File: src/rtl/counter_timer_ctrl.sv
// counter_timer_ctrl
// Sequencing controller around a small up-counter: start/stop/pause control,
// a prescaled count enable, a programmable terminal value and one-shot or
// periodic operation. cnt, tick and the FSM state are registered; busy and
// done are decoded from the state register only.
//
// Command inputs (start, stop, pause) are plain levels sampled on every rising
// edge, with fixed priority stop > pause > start in every state. There is no
// handshake: a command takes effect on the edge it is sampled on and is not
// acknowledged.
module counter_timer_ctrl #(
    parameter int CNT_W = 4,
    parameter int PRE_W = 4
) (
    input  logic             clk,
    input  logic             rst_n,
    input  logic             start,
    input  logic             stop,
    input  logic             pause,
    input  logic             mode,
    input  logic [CNT_W-1:0] period,
    input  logic [PRE_W-1:0] prescale,
    output logic [CNT_W-1:0] cnt,
    output logic             busy,
    output logic             done,
    output logic             tick,
    output logic [1:0]       dbg_state
);

    typedef enum logic [1:0] {
        S_IDLE   = 2'd0,
        S_RUN    = 2'd1,
        S_PAUSED = 2'd2,
        S_DONE   = 2'd3
    } state_t;

    state_t           state;
    logic [PRE_W-1:0] pre;
    logic [CNT_W-1:0] period_q;
    logic [PRE_W-1:0] prescale_q;
    logic             mode_q;

    // Single FSM: state, count, prescaler, latched configuration and tick pulse.
    always_ff @(posedge clk or negedge rst_n) begin
        if (!rst_n) begin
            state      <= S_IDLE;
            cnt        <= '0;
            pre        <= '0;
            tick       <= 1'b0;
            period_q   <= '0;
            prescale_q <= '0;
            mode_q     <= 1'b0;
        end else begin
            // tick is a one-cycle pulse unless a terminal event re-arms it below.
            tick <= 1'b0;
            if (stop) begin
                state <= S_IDLE;
                cnt   <= '0;
                pre   <= '0;
            end else begin
                case (state)
                    S_IDLE, S_DONE: begin
                        // pause outranks start, so start is ignored while pause is high.
                        if (!pause && start) begin
                            period_q   <= period;
                            prescale_q <= prescale;
                            mode_q     <= mode;
                            cnt        <= '0;
                            pre        <= '0;
                            state      <= S_RUN;
                        end
                    end
                    S_RUN: begin
                        if (pause) begin
                            // cnt and pre freeze; a coinciding terminal event is dropped.
                            state <= S_PAUSED;
                        end else if (pre == prescale_q) begin
                            pre <= '0;
                            if (cnt == period_q) begin
                                tick <= 1'b1;
                                if (mode_q) begin
                                    cnt <= '0;
                                end else begin
                                    state <= S_DONE;
                                end
                            end else begin
                                cnt <= cnt + CNT_W'(1);
                            end
                        end else begin
                            pre <= pre + PRE_W'(1);
                        end
                    end
                    S_PAUSED: begin
                        // Resume without reload; frozen cnt and pre carry on.
                        if (!pause && start) begin
                            state <= S_RUN;
                        end
                    end
                    default: begin
                        state <= S_IDLE;
                    end
                endcase
            end
        end
    end

    // Status flags decoded from the state register.
    always_comb begin
        busy      = (state == S_RUN) || (state == S_PAUSED);
        done      = (state == S_DONE);
        dbg_state = state;
    end

endmodule

File: config.mk
export PLATFORM = sky130hd
export DESIGN_NAME = counter_timer_ctrl
export DESIGN_NICKNAME = d
export VERILOG_FILES = /design/src/rtl/counter_timer_ctrl.sv
export SDC_FILE = /design/constraint.sdc
export NUM_CORES = 1
export LEC_CHECK = 0
export BUFFER_PORTS_ARGS = -buffer_cell sky130_fd_sc_hd__buf_4
export CELL_PAD_IN_SITES_DETAIL_PLACEMENT = 1
export CELL_PAD_IN_SITES_GLOBAL_PLACEMENT = 1
export CORE_ASPECT_RATIO = 0.8
export CORE_UTILIZATION = 37
export CTS_CLUSTER_SIZE = 14
export DETAILED_ROUTE_END_ITERATION = 10
export HOLD_SLACK_MARGIN = 0.05
export PLACE_DENSITY_LB_ADDON = 0.1
export SYNTH_ARGS = -nofsm -noshare
export SYNTH_HDL_FRONTEND = slang
export SYNTH_SLANG_ARGS = --single-unit
File: constraint.sdc
create_clock -name clk -period 1.6 [get_ports clk]
set_clock_uncertainty 0.15 [all_clocks]
set_input_delay 0.48 -clock clk [delete_from_list [all_inputs] [get_ports clk]]
set_output_delay 0.48 -clock clk [all_outputs]
set_load 0.02 [all_outputs]
* Word level (Yosys, flattened, before mapping) *
Index checks and enable logic that the tools add are counted.

word-level totals
  register bits after elaboration = 20
  input port bits = 14
  output and inout port bits = 9
  word-level logic and storage cells = 57

cells by class
  add/subtract/negate cells = 2
  equality and inequality tests = 13
  muxes and demuxes = 23
  bitwise logic cells = 1
  reductions and logical operators = 11

operators with widths
  cell                                                  count
  2-to-1 mux 4 bit                                      9
  != test 4 bit (second input constant)                 4
  one-hot mux 4 bit (2 select lines)                    2
  2-to-1 mux 2 bit                                      6
  != test 3 bit (second input constant)                 3
  adder 4 x 1 -> 4 bit (second input constant)          2
  equality test 4 bit                                   2
  AND reduction 3 bit                                   2
  2-to-1 mux 1 bit                                      5
  AND reduction 5 bit                                   1
  equality test 2 bit (second input constant)           2
  one-hot mux 2 bit (2 select lines)                    1
  AND reduction 4 bit                                   1
  != test 3 x 1 -> 1 bit (second input constant)        1
  nonzero test 3 bit                                    1
  OR reduction 3 bit                                    1
  equality test 2 x 1 -> 1 bit (second input constant)  1
  logical NOT 2 bit                                     1
  OR reduction 2 bit                                    1
  logical AND 1 bit                                     1
  logical NOT 1 bit                                     1
  logical OR 1 bit                                      1
  NOT 1 bit                                             1

* Depth between registers and ports, before layout *
  word-level depth = 6
  mapped depth = 7
  gate-level depth less buffers = 7

* Worst setup path before layout *
No wires, ideal clock.

  kind = register to register
  start = register state[1], in the netlist dbg_state[1]
  end = register mode_q
  library setup time = 0.125 ns
  arrival = 1.722 ns
  required time = 1.325 ns
  slack = -0.397 ns
  cell stages (with the launch flop) = 6
  path buffers = 0
  period minus slack after synthesis = 1.997 ns
  path through = dfrtp_1 > inv_1 > ha_1 > inv_1 > nor3_4 > mux2_2

on the way
  word-level cells in the longest chain between the ends = 3
  elaborated cells between the ends (all ways) = 4
  classes of those cells = eq/ne (1); reduce/logical (3)

RTL lines
  item                                                             line  source
  start, declared                                                  37    state_t state;
  start signal, assigned                                           46    state <= S_IDLE;
  start signal, assigned                                           57    state <= S_IDLE;
  start signal, assigned                                           70    state <= S_RUN;
  equality test 2 bit / logical NOT 2 bit (equally long branches)  61    case (state)
  OR reduction 2 bit (*)                                           61
  AND reduction 3 bit (no line) (*)                                -
  end signal, assigned                                             67    mode_q <= mode;
  end, declared                                                    41    logic mode_q;

Mark *: on every way between the ends. The rest lies on a longest branch, timed or not.
A chain may end at the register's enable or synchronous reset.

* Worst setup path in the final report *
  start = register state[0], in the netlist dbg_state[0]
  end = register pre[3]

on the way
  word-level cells in the longest chain between the ends = 4
  elaborated cells between the ends (all ways) = 10
  classes of those cells = eq/ne (4); mux (2); reduce/logical (4)

RTL lines
  item                                                                      line  source
  equality test 2 bit / logical NOT 2 bit (equally long branches)           61
  OR reduction 2 bit                                                        61
  != test 3 bit (no line), or another cell as far along                     -
  AND reduction 3 bit (no line) / 2-to-1 mux 4 bit (equally long branches)  -
  end signal, assigned                                                      90    pre <= pre + PRE_W'(1);
  end, declared                                                             38    logic [PRE_W-1:0] pre;

Parallel ways exist; a longest one is shown, timed or not.

==> results.yml <==
timing:
  setup_ws_ns: -0.434
  drv_slew: 0
  timing.final.crit_share: 1.27
  fmax_mhz: 492
  finalSetupViolations: 22
  rsz0062_at_grt: "true"
  hold_violations: 0
  fin_crit_ns: 2.03
  tightest_slew_ns: 0.438
  slew_headroom: 0.703
  whs_ns: 0.293
global_route:
  grt_pass1_vias: 1040
  antenna_found_initial: 0
  gr-usage-all-layers: 0.246
  grt_max_degree: 21
  grt_pass1_wl_um: 5610
  overflow: 0
pwr:
  power_leakage_uw: 0.000917
  pwr-share-comb: 0.378
  swShare: 0.303
  p_sw_uw: 580
  seqPwrFrac: 0.350
  clockPowerShare: 0.272
  irDropWorstVdd_mv: 0.887
  p_int_uw: 1330
  power_density_nw_per_um2: 981
logic_synthesis:
  synth-seq-cells: 20
  ys_types: 33
  syn-cell-area_um2: 1100
  yosys.area.top_type: "dfrtp_1"
  netlist_instances: 95
  syn-mean-instance-area_um2: 11.6
  yosysWarnings: 0
  synth_area_leaders: "dfrtp_1, mux2_2, xnor2_1"
  yosysTopAreaCellShare: 0.455
  ys_seq_area_frac: 0.455
  syn_nets: 113
setup_path:
  timing.rr.start: "dbg_state[0]$_DFFE_PN0P_"
  worst_ep_required_time_ns: 1.64
  crit_chain: "ha_4 > buf_6 > mux2i_4 > o21bai_4 > buf_6 > nand4_1 > xor2_1 > nor2_1"
  r2r-end: "pre[3]$_DFFE_PN0P_"
  r2r_cells: 8
  end_kind: "register"
  critical_path.slowest_cell: "dfrtp_2"
  crit_path_start_kind: "register"
  path_class: "reg2reg"
  arrival_ns: 2.07
  crit_path_max_incr_delay_ns: 0.44
  r2r_slack_ns: -0.43
  path_common_cell: "buf_6"
  path_max_fanout: 5
clocking:
  cts_htree_levels: 1
  cts.sinks: 20
  clk_latency_ns: 0.26
  cts_tree: "built"
  clk_pin_slew_worst_paths_ns: 0.08
  cts_buffer_depth: 2
  cts-root-buf: "clkbuf_8"
  cts_inserted_buffers: 3
placed_design:
  gp_congestion: 0.768
  placed_area_um2: 1500
  dp.cells: 174
  portBuffers: 22
  dp_hpwl_um: 2090
final_layout:
  drive_gt1_frac: 0.652
  nets: 180
  antennaDiodeCount: 0
  final_cells: 199
  synthToLayoutAreaGrowth_pct: 77.3
  final_cell_area_um2: 1950
  num-fill-cells: 270
  finish.utilization: 0.700
routing:
  drtIter0Drc: 38
  wire_per_inst_um: 20.9
  drt-total-wl_um: 4160
  drtAntennaViolNets: 0
  dr.pass1.iters: 4
  vias_per_cell: 5.13
  drc: 0
  vias: 1021
floorplan:
  chipWidth_um: 63.0
  io_pins: 23
  fp.dieH_um: 50.8
  row_count: 17
  die-area_um2: 3200
  core_area_um2: 2790
  start_util: 0.395
worst_hold_path:
  hold_start: "period[3]"
  min_path_cells: 2
  hp-class: "in2reg"
  holdPathEnd: "period_q[3]$_DFFE_PN0P_"
outcome:
  violations: "negative setup slack"
  status: "finished, violations left"
job:
  drv_cap: 0
[power groups by stage]
| stage | Clock (µW) | Combinational, µW | Sequential [µW] |
|---|---|---|---|
| 4_1_cts | 529 | 564 | 668 |
| 3_3_place_gp | 0 | 431 | 653 |
| 3_5_place_dp | 0 | 451 | 658 |
| 5_1_grt | 549 | 754 | 676 |
| 6_report | 521 | 723 | 670 |
| 2_1_floorplan | 0 | 273 | 653 |
[area by class of cell]
| type | instances | area [µm²] | share of cell area |
|---|---|---|---|
| sequential | 20 | 504 | 0.258 |
| timing repair buffer | 62 | 552 | 0.283 |
| multi-input combinational | 72 | 763 | 0.391 |
| tap | 38 | 47.5 | 0.0244 |
| inverter | 3 | 13.8 | 0.00705 |
| clock buffer | 3 | 41.3 | 0.0212 |
| clock inverter | 1 | 30.0 | 0.0154 |
[synthesized netlist by cell type]
library cell	number
xnor2_2	1
nand4_4	1
a21oi_1	1
a41o_2	1
nor4_1	1
nand4_1	3
xor2_1	2
mux2_2	10
o31ai_1	1
ha_1	4
o311ai_1	1
nand2_1	10
and2_4	1
o21ai_0	1
nand3_1	2
a2111oi_2	1
nand3b_1	1
nor3b_1	1
mux2i_1	3
nor3_2	1
nand2_2	1
nor2_1	7
nor3_1	2
xnor2_1	7
nand2b_2	1
nor3_4	1
o21bai_4	1
and3_1	1
and2b_1	1
nand2b_1	1
o211ai_1	2
dfrtp_1	20
inv_1	3
[how the worst max path moves through the flow]
stage	startpoint	to	slack, ns	cells past startpoint
3_3_place_gp	dbg_state[0]$_DFFE_PN0P_	pre[0]$_DFFE_PN0P_	-0.12	6
4_1_cts	dbg_state[1]$_DFFE_PN0P_	cnt[3]$_DFFE_PN0P_	-0.27	8
5_1_grt	dbg_state[1]$_DFFE_PN0P_	pre[3]$_DFFE_PN0P_	-0.46	9
2_1_floorplan	dbg_state[1]$_DFFE_PN0P_	mode_q$_DFFE_PN0P_	-0.21	5
6_report	dbg_state[0]$_DFFE_PN0P_	pre[3]$_DFFE_PN0P_	-0.43	8
3_5_place_dp	dbg_state[0]$_DFFE_PN0P_	pre[0]$_DFFE_PN0P_	-0.16	6
[registers in the layout, indices dropped and copies added (netlist names)]
register,count
mode_q,1
cnt,4
tick,1
period_q,4
dbg_state,2
pre,4
prescale_q,4
[cells in the final DEF (no fill, tap or decap), types with 3 or more instances in the layout]
master and n:
buf_4 41, buf_6 19, dfrtp_1 17, nand2_1 10, mux2_4 9, xnor2_2 8, nor2_1 7, nand4_1 3
clkbuf_8 3, dfrtp_2 3
[metal layers]
metal / up-vias / track usage / wire length [µm]
li1: 470 / - / -
met1: 526 / 0.281 / 1790
met2: 21 / 0.455 / 2230
met3: 4 / 0.0523 / 96
met4: 0 / 0.0775 / 41
met5: - / 0 / 0
[kinds of logic after synthesis]
| family | Yosys count | share of synthesized area |
|---|---|---|
| xor gates and xnor gates | 10 | 0.0864 |
| and+or+nand+nor | 36 | 0.195 |
| AOI/OAI and AO/OA | 9 | 0.0784 |
| muxes | 13 | 0.130 |
| adders and majority gates | 4 | 0.0455 |
| DFF | 20 | 0.455 |
| buffers and inverters | 3 | 0.0102 |
[through the flow]
step                total power (µW)  setup TNS, ns  worst slack (ns)
floorplan                        926          -2.62            -0.208
finish                          1910          -5.09            -0.434
CTS                             1760          -3.80            -0.267
global placement                1080          -1.43            -0.118
detailed placement              1110          -1.87            -0.156
global route                    1980          -5.91            -0.459
[critical path, delay by kind of cell, from the launching register on]
family | cells | cell delay (ns)
flops | 1 | 0.44
simple gates | 2 | 0.26
buf+inv | 2 | 0.26
compound gates | 1 | 0.22
mux | 1 | 0.18
fa+ha+maj | 1 | 0.26
xor+xnor | 1 | 0.18
[what timing repair did]
item,CTS,global route
pin swaps,7,15
gates resized for setup,25,26
cloned,0,0
setup endpoints to repair,25,28
setup buffers,9,14
endpoints found under the hold margin,20,0
hold buffers,1,0
Note: power is estimated with default switching activity, not from simulation.
